$ cat src/rtl/mips_mem_pkg.sv
// Shared types and constants for the MIPS_R2000 unified memory port arbiter.
package mips_mem_pkg;

    typedef enum logic [1:0] {
        IDLE,
        ISSUE,
        WAIT,
        ACK
    } arb_state_e;

    typedef logic gnt_id_t;

    localparam gnt_id_t    GNT_IF  = 1'b0;
    localparam gnt_id_t    GNT_DM  = 1'b1;
    localparam logic [3:0] BE_WORD = 4'hF;

endpackage

$ cat src/rtl/mem_port_arbiter_if.sv
// Fetch, load/store and memory-array signals of the shared memory port.
interface mem_port_arbiter_if #(
    parameter int ADDR_W = 32,
    parameter int DATA_W = 32
);
    logic              if_req;
    logic [ADDR_W-1:0] if_addr;
    logic              if_ack;
    logic [DATA_W-1:0] if_rdata;

    logic              dm_req;
    logic              dm_we;
    logic [ADDR_W-1:0] dm_addr;
    logic [DATA_W-1:0] dm_wdata;
    logic [3:0]        dm_be;
    logic              dm_ack;
    logic [DATA_W-1:0] dm_rdata;

    logic              mem_en;
    logic              mem_we;
    logic [ADDR_W-1:0] mem_addr;
    logic [DATA_W-1:0] mem_wdata;
    logic [3:0]        mem_be;
    logic [DATA_W-1:0] mem_rdata;

    logic              busy;

    // Arbiter side.
    modport slave (
        input  if_req, if_addr, dm_req, dm_we, dm_addr, dm_wdata, dm_be, mem_rdata,
        output if_ack, if_rdata, dm_ack, dm_rdata,
        output mem_en, mem_we, mem_addr, mem_wdata, mem_be, busy
    );

    // Requesters plus memory array side.
    modport master (
        output if_req, if_addr, dm_req, dm_we, dm_addr, dm_wdata, dm_be, mem_rdata,
        input  if_ack, if_rdata, dm_ack, dm_rdata,
        input  mem_en, mem_we, mem_addr, mem_wdata, mem_be, busy
    );

endinterface

$ cat src/rtl/mem_arb_pick.sv
// Priority decision between fetch and load/store, with a DM-streak
// starvation guard that forces a fetch grant after STREAK_MAX DM grants.
module mem_arb_pick
    import mips_mem_pkg::*;
#(
    parameter int STREAK_MAX = 4
) (
    input  logic    clk_i,
    input  logic    rst_i,
    input  logic    sample_i,
    input  logic    if_req_i,
    input  logic    dm_req_i,
    output logic    gnt_valid_o,
    output gnt_id_t gnt_id_o
);

    localparam int SW = $clog2(STREAK_MAX + 1);

    logic [SW-1:0] streak_q;
    logic [SW-1:0] streak_d;

    always_comb begin
        gnt_valid_o = if_req_i | dm_req_i;
        gnt_id_o    = GNT_IF;
        if (dm_req_i && !(if_req_i && streak_q == SW'(STREAK_MAX))) begin
            gnt_id_o = GNT_DM;
        end

        // Streak only moves on arbitration cycles; a DM grant with fetch waiting counts.
        streak_d = streak_q;
        if (sample_i) begin
            if (!if_req_i || gnt_id_o == GNT_IF) begin
                streak_d = '0;
            end else if (streak_q != SW'(STREAK_MAX)) begin
                streak_d = streak_q + SW'(1);
            end
        end
    end

    always_ff @(posedge clk_i) begin
        if (rst_i) begin
            streak_q <= '0;
        end else begin
            streak_q <= streak_d;
        end
    end

endmodule

$ cat src/rtl/mem_port_arbiter.sv
// Serialises fetch and load/store transactions through one fixed-latency
// memory port; one transaction in flight, all outputs registered.
module mem_port_arbiter
    import mips_mem_pkg::*;
#(
    parameter int ADDR_W     = 32,
    parameter int DATA_W     = 32,
    parameter int MEM_LAT    = 2,
    parameter int STREAK_MAX = 4
) (
    input logic               CLK,
    input logic               RST,
    mem_port_arbiter_if.slave bus
);

    localparam int CW = $clog2(MEM_LAT + 1);

    arb_state_e        state_q;
    logic [CW-1:0]     lat_q;
    gnt_id_t           owner_q;
    logic              mem_en_q;
    logic              mem_we_q;
    logic [ADDR_W-1:0] mem_addr_q;
    logic [DATA_W-1:0] mem_wdata_q;
    logic [3:0]        mem_be_q;
    logic              if_ack_q;
    logic              dm_ack_q;
    logic [DATA_W-1:0] if_rdata_q;
    logic [DATA_W-1:0] dm_rdata_q;
    logic              busy_q;

    logic              gnt_valid;
    gnt_id_t           gnt_id;

    mem_arb_pick #(
        .STREAK_MAX(STREAK_MAX)
    ) u_pick (
        .clk_i      (CLK),
        .rst_i      (RST),
        .sample_i   (state_q == IDLE),
        .if_req_i   (bus.if_req),
        .dm_req_i   (bus.dm_req),
        .gnt_valid_o(gnt_valid),
        .gnt_id_o   (gnt_id)
    );

    always_ff @(posedge CLK) begin
        if (RST) begin
            state_q     <= IDLE;
            lat_q       <= '0;
            owner_q     <= GNT_IF;
            mem_en_q    <= 1'b0;
            mem_we_q    <= 1'b0;
            mem_addr_q  <= '0;
            mem_wdata_q <= '0;
            mem_be_q    <= '0;
            if_ack_q    <= 1'b0;
            dm_ack_q    <= 1'b0;
            if_rdata_q  <= '0;
            dm_rdata_q  <= '0;
            busy_q      <= 1'b0;
        end else begin
            case (state_q)
                IDLE: begin
                    if (gnt_valid) begin
                        // Winner's fields go straight into the mem_* output registers.
                        owner_q  <= gnt_id;
                        mem_en_q <= 1'b1;
                        busy_q   <= 1'b1;
                        state_q  <= ISSUE;
                        if (gnt_id == GNT_DM) begin
                            mem_we_q    <= bus.dm_we;
                            mem_addr_q  <= bus.dm_addr;
                            mem_wdata_q <= bus.dm_wdata;
                            mem_be_q    <= bus.dm_be;
                        end else begin
                            mem_we_q    <= 1'b0;
                            mem_addr_q  <= bus.if_addr;
                            mem_wdata_q <= '0;
                            mem_be_q    <= BE_WORD;
                        end
                    end
                end
                ISSUE: begin
                    mem_en_q <= 1'b0;
                    mem_we_q <= 1'b0;
                    lat_q    <= CW'(MEM_LAT);
                    state_q  <= WAIT;
                end
                WAIT: begin
                    lat_q <= lat_q - CW'(1);
                    if (lat_q == CW'(1)) begin
                        if (owner_q == GNT_DM) begin
                            dm_rdata_q <= bus.mem_rdata;
                            dm_ack_q   <= 1'b1;
                        end else begin
                            if_rdata_q <= bus.mem_rdata;
                            if_ack_q   <= 1'b1;
                        end
                        state_q <= ACK;
                    end
                end
                ACK: begin
                    if_ack_q <= 1'b0;
                    dm_ack_q <= 1'b0;
                    busy_q   <= 1'b0;
                    state_q  <= IDLE;
                end
                default: state_q <= IDLE;
            endcase
        end
    end

    assign bus.if_ack    = if_ack_q;
    assign bus.if_rdata  = if_rdata_q;
    assign bus.dm_ack    = dm_ack_q;
    assign bus.dm_rdata  = dm_rdata_q;
    assign bus.mem_en    = mem_en_q;
    assign bus.mem_we    = mem_we_q;
    assign bus.mem_addr  = mem_addr_q;
    assign bus.mem_wdata = mem_wdata_q;
    assign bus.mem_be    = mem_be_q;
    assign bus.busy      = busy_q;

endmodule
$ cat src/flat_wrapper.sv
// flat-port wrapper written by rule: the top's interface ports become plain ports
module mem_port_arbiter_flat import mips_mem_pkg::*;
#(
    parameter int ADDR_W     = 32,
    parameter int DATA_W     = 32,
    parameter int MEM_LAT    = 2,
    parameter int STREAK_MAX = 4
)
  (CLK, RST, bus_if_req, bus_if_addr, bus_dm_req, bus_dm_we, bus_dm_addr, bus_dm_wdata, bus_dm_be, bus_mem_rdata, bus_if_ack, bus_if_rdata, bus_dm_ack, bus_dm_rdata, bus_mem_en, bus_mem_we, bus_mem_addr, bus_mem_wdata, bus_mem_be, bus_busy);
  mem_port_arbiter_if #(.ADDR_W(ADDR_W), .DATA_W(DATA_W)) bus_i ();
  input logic CLK;
  input logic RST;
  input wire logic [$bits(bus_i.if_req)-1:0] bus_if_req;
  input wire logic [$bits(bus_i.if_addr)-1:0] bus_if_addr;
  input wire logic [$bits(bus_i.dm_req)-1:0] bus_dm_req;
  input wire logic [$bits(bus_i.dm_we)-1:0] bus_dm_we;
  input wire logic [$bits(bus_i.dm_addr)-1:0] bus_dm_addr;
  input wire logic [$bits(bus_i.dm_wdata)-1:0] bus_dm_wdata;
  input wire logic [$bits(bus_i.dm_be)-1:0] bus_dm_be;
  input wire logic [$bits(bus_i.mem_rdata)-1:0] bus_mem_rdata;
  output wire logic [$bits(bus_i.if_ack)-1:0] bus_if_ack;
  output wire logic [$bits(bus_i.if_rdata)-1:0] bus_if_rdata;
  output wire logic [$bits(bus_i.dm_ack)-1:0] bus_dm_ack;
  output wire logic [$bits(bus_i.dm_rdata)-1:0] bus_dm_rdata;
  output wire logic [$bits(bus_i.mem_en)-1:0] bus_mem_en;
  output wire logic [$bits(bus_i.mem_we)-1:0] bus_mem_we;
  output wire logic [$bits(bus_i.mem_addr)-1:0] bus_mem_addr;
  output wire logic [$bits(bus_i.mem_wdata)-1:0] bus_mem_wdata;
  output wire logic [$bits(bus_i.mem_be)-1:0] bus_mem_be;
  output wire logic [$bits(bus_i.busy)-1:0] bus_busy;
  assign bus_i.if_req = bus_if_req;
  assign bus_i.if_addr = bus_if_addr;
  assign bus_i.dm_req = bus_dm_req;
  assign bus_i.dm_we = bus_dm_we;
  assign bus_i.dm_addr = bus_dm_addr;
  assign bus_i.dm_wdata = bus_dm_wdata;
  assign bus_i.dm_be = bus_dm_be;
  assign bus_i.mem_rdata = bus_mem_rdata;
  assign bus_if_ack = bus_i.if_ack;
  assign bus_if_rdata = bus_i.if_rdata;
  assign bus_dm_ack = bus_i.dm_ack;
  assign bus_dm_rdata = bus_i.dm_rdata;
  assign bus_mem_en = bus_i.mem_en;
  assign bus_mem_we = bus_i.mem_we;
  assign bus_mem_addr = bus_i.mem_addr;
  assign bus_mem_wdata = bus_i.mem_wdata;
  assign bus_mem_be = bus_i.mem_be;
  assign bus_busy = bus_i.busy;
  mem_port_arbiter #(.ADDR_W(ADDR_W), .DATA_W(DATA_W), .MEM_LAT(MEM_LAT), .STREAK_MAX(STREAK_MAX)) u_core (.CLK(CLK), .RST(RST), .bus(bus_i));
endmodule
$ cat config.mk
export PLATFORM = sky130hd
export DESIGN_NAME = mem_port_arbiter_flat
export DESIGN_NICKNAME = d
export VERILOG_FILES = /design/src/rtl/mips_mem_pkg.sv /design/src/rtl/mem_port_arbiter_if.sv /design/src/rtl/mem_arb_pick.sv /design/src/rtl/mem_port_arbiter.sv /design/src/flat_wrapper.sv
export SDC_FILE = /design/constraint.sdc
export NUM_CORES = 1
export LEC_CHECK = 0
export ABC_AREA = 1
export BUFFER_PORTS_ARGS = -buffer_cell sky130_fd_sc_hd__buf_4
export CAP_MARGIN = 40
export CORE_MARGIN = 5
export CORE_UTILIZATION = 44
export CTS_BUF_LIST = sky130_fd_sc_hd__clkbuf_4
export DETAILED_ROUTE_END_ITERATION = 8
export GPL_ROUTABILITY_DRIVEN = 0
export PLACE_DENSITY = 0.83
export RECOVER_POWER = 50
export SLEW_MARGIN = 20
export SYNTH_ARGS = -nofsm -noshare
export SYNTH_HDL_FRONTEND = slang
export SYNTH_SLANG_ARGS = --single-unit
$ cat constraint.sdc
create_clock -name CLK -period 1.64 [get_ports CLK]
set_clock_uncertainty 0.15 [all_clocks]
set_input_delay 0.328 -clock CLK [delete_from_list [all_inputs] [get_ports CLK]]
set_output_delay 0.328 -clock CLK [all_outputs]
set_load 0.03 [all_outputs]
==> run_results.csv, run 1 <==
group,metric,value,unit
detailed_routing,detail-route-antenna-nets,0,
finish,drive_gt1_frac,0.317,
run_status,outcome,"complete, but fails checks",
global_route,antenna_found_initial,3,
sta,min_period,1.64,ns
sta,min_period_over_period,1.00,
detailed_routing,drc,0,
worst_setup_path,arrival,1.16,ns
logic_synthesis,yosysMostFrequentCell,"dfxtp_1",
floorplanning,num_rows,42,
power,seq_power_share,0.359,
floorplanning,die_height,126,um
sta,fmax,609,MHz
global_route,grt_pass1_wl,38300,um
logic_synthesis,yosysTopAreaCell,"dfxtp_1",
logic_synthesis,ys_ff_latch,145,
detailed_routing,met2_length,12700,um
floorplanning,core-area,13200,um^2
sta,final.setup.worst_slack,-0.000706,ns
logic_synthesis,synthTopCellsByArea,"dfxtp_1 (49%), nand2_1 (9.1%), nor2_1 (9.1%)",
run_status,violations,"setup timing",
power,internal_power,7.34,mW
detailed_routing,wl_met3,2790,um
floorplanning,io_pins,274,
clock_tree,clk_pin_slew,0.14,ns
logic_synthesis,synth_top_area_frac,0.489,
power,p_leak,4.90,nW
logic_synthesis,synth-edff-count,0,
detailed_routing,drtPass1Iterations,7,
clock_tree,htree_levels,4,
min_path,hold_class,"in2reg",
power,net-switching-power,4.90,mW
floorplanning,die_w,126,um
logic_synthesis,netlist_instances,813,
placed_design,port_buffers,273,
placed_design,detailedPlacementHpwl,13500,um
logic_synthesis,syn_avg_cell_area,7.30,um^2
min_path,holdPathStages,5,
sta,fin_hold_ws,0.0815,ns
clock_tree,clk_latency,0.54,ns
power,clockPowerShare,0.194,
worst_setup_path,crit_required,1.16,ns
global_route,overflow,0,
logic_synthesis,ys_seq_area_frac,0.489,
global_route,grtUsageTotal,0.295,
floorplanning,dieArea,15900,um^2
detailed_routing,wl_met1,9280,um
detailed_routing,maxUsedRoutingLayer,"met4",
min_path,timing.hold.worst_endpoint,"u_core.bus.mem_en$_SDFFE_PP0P_",
logic_synthesis,ys.flop_type,"dfxtp_1",
detailed_routing,drt_first_iter_violations,740,
finish,fin_nets,1360,
worst_setup_path,critPathSlowestCell,"dfxtp_1",
clock_tree,cts_tree,"yes",
min_path,hp-start,"bus_if_req",
clock_tree,clockRootBuffer,"clkbuf_4",
global_route,grt_pass1_vias,7437,
sta,rsz0062_at_grt,"true",
detailed_routing,viasPerCell,5.48,
worst_setup_path,path_cells,"buf_4",
detailed_routing,wl_per_cell,18.7,um
logic_synthesis,synth_common_cells,"dfxtp_1 (145), nand2_1 (144), nor2_1 (144)",
logic_synthesis,ys_warn_count,0,
worst_setup_path,worst_r2r_endpoint,"u_core.bus.mem_addr[13]$_SDFFE_PP0P_",
finish,fin_cells,1407,
worst_setup_path,cpPeakStageDelay,0.41,ns
sta,slew_headroom,0.735,
clock_tree,clock_path_buffers,2,
worst_setup_path,worstSetupPathType,"reg2out",
worst_setup_path,critical_path.top_delay_family,"flip-flops",
power,power.density,1200,nW/um^2
placed_design,place_inst,1221,
logic_synthesis,synth_cell_type_count,24,
finish,area_delta_synth_final,72.2,%
power,ir_worst_vdd,0.000868,V
worst_setup_path,r2r_slack,-0.0007,ns
worst_setup_path,r2r_cells,10,
global_route,grt_max_degree,68,
sta,hold_viol,0,
power,swShare,0.400,
sta,tightestPinTransition,0.397,ns
detailed_routing,drt_wl_total,26300,um
worst_setup_path,crit_path_max_fanout,2,
power,pwr-share-comb,0.447,
clock_tree,cts_sinks,145,
placed_design,place_area,8210,um^2
sta,slew_violations,0,
detailed_routing,vias,7708,
finish,final_core_util,0.772,
flow_run,drv_cap,0,
worst_setup_path,timing.rr.start,"u_core.state_q[0]$_SDFFE_PP0P_",
worst_setup_path,critPathBufInv,1,
finish,fillerInstances,827,
worst_setup_path,worstSetupEndpointType,"primary output",
finish,design_area,10200,um^2
clock_tree,numCtsBuffers,17,
sta,fin_setup_tns,-0.000706,ns
logic_synthesis,synthesis.area,5930,um^2
sta,finalSetupViolations,1,
floorplanning,initial_core_util,0.448,
worst_setup_path,critPathLaunchType,"register",
logic_synthesis,synth_fp_nets,958,
logic_synthesis,synth-async-reset-ratio,0,
-- kinds of logic after synthesis --
logic type / Yosys count / share of synthesized area
AO/OA/AOI/OAI: 117 / 0.0993
XOR/XNOR: 2 / 0.00295
adder cells (fa/ha/maj): 8 / 0.0169
buffers and inverters: 114 / 0.0808
flip-flops: 145 / 0.489
AND/OR/NAND/NOR: 427 / 0.311
-- metrics by stage --
step / worst slack (ns) / power, mW
finish: -0.000706 / 12.2
global route: -0.0898 / 12.8
CTS: -0.0310 / 11.4
detailed placement: -0.102 / 8.55
global placement: -0.00189 / 8.49
floorplan: 0.0585 / 7.06
-- final cells by class --
class,count,area [um^2],share of cell area
clock inverter,12,143,0.0140
antenna,4,10.0,0.000980
timing repair buffer,446,3930,0.385
timing repair inverter,1,8.76,0.000857
clock buffer,19,143,0.0140
sequential,145,2930,0.287
inverter,50,208,0.0203
tap,176,220,0.0216
multi-input combinational,554,2620,0.257
-- sequential cells by signal, summed over array words and instances, names as in the netlist --
name                    cells
u_core.owner_q              1
u_core.bus.mem_we           1
u_core.bus.mem_be           4
u_core.bus.mem_addr        32
u_core.u_pick.streak_q      3
u_core.bus.mem_en           1
u_core.bus.dm_ack           1
u_core.lat_q                2
u_core.bus.dm_rdata        32
u_core.bus.if_rdata        32
u_core.state_q              2
u_core.bus.mem_wdata       32
u_core.bus.if_ack           1
u_core.bus.busy             1
-- how the worst max path moves through the flow --
stage | end | start | depth (start not counted) | slack (ns)
6_report | bus_mem_addr[10] | u_core.bus.mem_addr[10]$_SDFFE_PP0P_ | 1 | -0.0007
5_1_grt | u_core.bus.mem_addr[11]$_SDFFE_PP0P_ | u_core.state_q[0]$_SDFFE_PP0P_ | 10 | -0.09
4_1_cts | u_core.state_q[1]$_SDFFE_PP0P_ | u_core.state_q[0]$_SDFFE_PP0P_ | 7 | -0.03
3_5_place_dp | u_core.bus.mem_wdata[2]$_SDFFE_PP0P_ | u_core.state_q[1]$_SDFFE_PP0P_ | 7 | -0.10
3_3_place_gp | u_core.bus.mem_wdata[12]$_SDFFE_PP0P_ | u_core.state_q[1]$_SDFFE_PP0P_ | 7 | -0.002
2_1_floorplan | u_core.bus.mem_addr[18]$_SDFFE_PP0P_ | u_core.state_q[0]$_SDFFE_PP0P_ | 10 | 0.06
-- worst min-delay path, stage by stage --
cell and delay (ns):
buf_4 0.14, inv_1 0.06, nand2_1 0.05, nand3_1 0.08
a21oi_1 0.07
-- power by group through the flow --
stage,clock [mW],sequential (mW),combinational (mW)
6_report,2.37,4.39,5.47
5_1_grt,2.57,4.45,5.78
4_1_cts,2.38,4.32,4.73
3_5_place_dp,0,4.38,4.17
3_3_place_gp,0,4.37,4.12
2_1_floorplan,0,5.24,1.82
-- placed cells by master (no fill, tap or decap), types with 19 or more instances in the layout --
cell / netlist / layout
dlygate4sd3_1: 0 / 133
nor2_1: 144 / 141
o21ai_0: 43 / 43
dfxtp_2: 0 / 20
nand3_1: 101 / 98
nand2_1: 144 / 141
inv_1: 46 / 43
dfxtp_1: 145 / 124
buf_4: 2 / 293
clkbuf_4: 0 / 19
a21oi_1: 71 / 71
nand4_1: 32 / 32
-- metal layers --
| metal | vias to the layer above | global-route usage |
|---|---|---|
| li1 | 3455 | - |
| met1 | 3493 | 0.331 |
| met2 | 613 | 0.493 |
| met3 | 147 | 0.0978 |
| met4 | 0 | 0.167 |
| met5 | - | 0 |
-- timing repair --
action,in CTS,in global routing
endpoints found under the hold margin,133,0
pin swaps,1,7
hold buffers,133,0
setup endpoints to repair,76,128
gates cloned,2,5
resized for setup,12,47
setup buffers,2,11
(Power assumes the default switching activity.)
==> inputs of run 2 (changes only) <==
--- a/config.mk
+++ b/config.mk
@@ -9,11 +9,12 @@
 export BUFFER_PORTS_ARGS = -buffer_cell sky130_fd_sc_hd__buf_4
 export CAP_MARGIN = 40
 export CORE_MARGIN = 5
-export CORE_UTILIZATION = 44
+export CORE_UTILIZATION = 40
 export CTS_BUF_LIST = sky130_fd_sc_hd__clkbuf_4
 export DETAILED_ROUTE_END_ITERATION = 8
 export GPL_ROUTABILITY_DRIVEN = 0
-export PLACE_DENSITY = 0.83
+export GPL_TIMING_DRIVEN = 0
+export PLACE_DENSITY = 0.77
 export RECOVER_POWER = 50
 export SLEW_MARGIN = 20
 export SYNTH_ARGS = -nofsm -noshare
==> run 2 against run 1 <==
  * The flow still finishes with violations (setup timing)
  * Global-route usage fell by 3.3 points
  * Cell count rose by 3.1%
  * Total power rose by 4.6%
  * Flip-flop and latch count did not move
  * Combinational power rose by 6.8%
  * Sequential share of layout area fell by 0.22 points
  * Fmax fell by 0.96%
  * Register-to-register slack got worse by 0.02 ns
  * Via count fell by 0.87%
  * Final area rose by 4.2%
  * Setup slack got worse by 0.016 ns
  * Clock power rose by 5%
  * Critical endpoint is now u_core.bus.mem_wdata[10]$_SDFFE_PP0P_
  * Largest power group unchanged
==> run_results.csv, run 2 (synthesized netlist as in run 1, its figures left out) <==
group,metric,value,unit
detailed_routing,viasPerCell,5.27,
min_path,hold_class,"in2reg",
finish,antenna_cells,0,
sta,final.setup.worst_slack,-0.0166,ns
clock_tree,cts_tree,"yes",
finish,drive_gt1_frac,0.400,
worst_setup_path,critical_path.top_delay_family,"buffers and inverters",
sta,fmax,604,MHz
power,power,12.8,mW
clock_tree,clock_path_buffers,2,
worst_setup_path,arrival,1.99,ns
worst_setup_path,critPathBufInv,4,
placed_design,detailedPlacementHpwl,14900,um
detailed_routing,drtPass1Iterations,5,
detailed_routing,wl_per_cell,18.1,um
worst_setup_path,critPathLaunchType,"register",
global_route,grt_pass1_vias,7376,
run_status,violations,"setup timing",
floorplanning,num_rows,44,
worst_setup_path,crit_path_max_fanout,10,
sta,hold_viol,0,
clock_tree,clockRootBuffer,"clkbuf_4",
global_route,grtUsageTotal,0.263,
worst_setup_path,crit_required,1.97,ns
placed_design,dp_slack,-0.293,ns
sta,min_period_over_period,1.01,
finish,final_common_cell,"buf_4",
global_route,antenna_found_initial,0,
sta,finalSetupViolations,3,
floorplanning,io_pins,274,
global_route,overflow,0,
clock_tree,clk_pin_slew,0.13,ns
clock_tree,numCtsBuffers,17,
power,ir_worst_vdd,0.000793,V
sta,rsz0062_at_grt,"true",
finish,layout_common_cells,"buf_4 (261), nand2_1 (136), nor2_1 (133), dlygate4sd3_1 (133), dfxtp_2 (100)",
floorplanning,core-area,14500,um^2
floorplanning,die_w,132,um
worst_setup_path,worstSetupEndpointType,"register",
finish,fillerInstances,949,
clock_tree,clk_latency,0.57,ns
sta,slew_headroom,0.565,
detailed_routing,detail-route-antenna-nets,0,
power,power.density,1200,nW/um^2
detailed_routing,vias,7641,
run_status,outcome,"complete, but fails checks",
detailed_routing,drc,0,
finish,fin_nets,1398,
detailed_routing,drt_wl_total,26200,um
clock_tree,htree_levels,4,
power,p_leak,5.04,nW
worst_setup_path,cpPeakStageDelay,0.36,ns
sta,tightestPinTransition,0.652,ns
floorplanning,dieArea,17400,um^2
global_route,grt_max_degree,17,
placed_design,port_buffers,271,
global_route,grt_pass1_wl,37800,um
sta,slew_violations,0,
worst_setup_path,path_cells,"inv_4 -> ha_4 -> buf_4 -> buf_12 -> clkbuf_2 -> nand4_1 -> a21oi_1",
worst_setup_path,worstSetupPathType,"reg2reg",
floorplanning,die_height,132,um
clock_tree,cts_sinks,145,
sta,min_period,1.66,ns
floorplanning,initial_core_util,0.408,
flow_run,drv_cap,0,
finish,area_delta_synth_final,79.5,%
detailed_routing,drt_first_iter_violations,652,
worst_setup_path,critPathSlowestCell,"dfxtp_2",
-- run 2: changes by cell type in the layout (fill, tap and decap cells not counted), moves of 8 or more --
cell	change
clkbuf_1	+15
buf_12	-9
dfxtp_1	-80
dfxtp_2	+80
buf_2	+11
nor2_2	+8
buf_6	+40
nor2_1	-8
buf_4	-32
-- run 2: worst paths after layout --
| check | from | end | slack (ns) | depth (start not counted) |
|---|---|---|---|---|
| setup / recovery | u_core.state_q[0]$_SDFFE_PP0P_ | u_core.bus.mem_wdata[10]$_SDFFE_PP0P_ | -0.02 | 7 |
| hold / removal | bus_if_req | u_core.bus.busy$_SDFFE_PP0P_ | 0.08 | 4 |
| setup reg to reg | u_core.state_q[0]$_SDFFE_PP0P_ | u_core.bus.mem_wdata[10]$_SDFFE_PP0P_ | -0.02 | 7 |
| hold reg to reg | u_core.lat_q[0]$_SDFFE_PP0P_ | u_core.lat_q[0]$_SDFFE_PP0P_ | 0.31 | 1 |
-- run 2: report_power, final --
group | internal (mW) | switching (mW) | total (mW) | leakage, nW
sequential | 4.10 | 0.349 | 4.45 | 1.23
clock | 1.07 | 1.43 | 2.50 | 0.153
combinational | 2.52 | 3.32 | 5.84 | 3.66
total | 7.70 | 5.10 | 12.8 | 5.04
-- run 2: area by class of cell --
class,instances,area (um^2),share of cell area
buffer,60,422,0.0396
clock buffer,17,128,0.0120
clock inverter,15,181,0.0170
inverter,50,203,0.0190
multi-input combinational,554,2700,0.254
sequential,145,3030,0.285
tap,184,230,0.0216
timing repair buffer,425,3750,0.352
-- run 2: routing by layer --
metal | vias up | part of all wire | GRT usage
met5 | - | 0 | 0
met4 | 0 | 0.049 | 0.114
met3 | 110 | 0.098 | 0.109
met2 | 465 | 0.49 | 0.445
met1 | 3532 | 0.36 | 0.290
li1 | 3534 | - | -
-- run 2: what timing repair did --
| action | 4_1_cts | 5_1_grt |
|---|---|---|
| endpoints found under the hold margin | 133 | 0 |
| hold buffers | 133 | 0 |
| gates cloned | 1 | 4 |
| setup endpoints to repair | 134 | 232 |
| gates resized for setup | 46 | 215 |
| pin swaps | 3 | 24 |
| setup buffers | 13 | 3 |
-- run 2: metrics by stage --
step | TNS (ns) | std cells | utilization | instance area, um^2 | hold WS, ns
after floorplan | 0 | 813 | - | 5930 | 0.296
after global placement | -22.21 | 1268 | 0.564 | 8200 | 0.298
after detailed placement | -24.61 | 1268 | 0.564 | 8200 | 0.304
after CTS | -0.0150 | 1447 | 0.694 | 10100 | 0.0267
after global routing | -2.02 | 1450 | 0.733 | 10600 | 0.0736
final | -0.0387 | 1450 | 0.733 | 10600 | 0.0822
-- run 2: worst min-delay path, stage by stage --
cell	delay (ns)
buf_4	0.12
nor2_4	0.05
nand2_1	0.16
a21oi_1	0.10
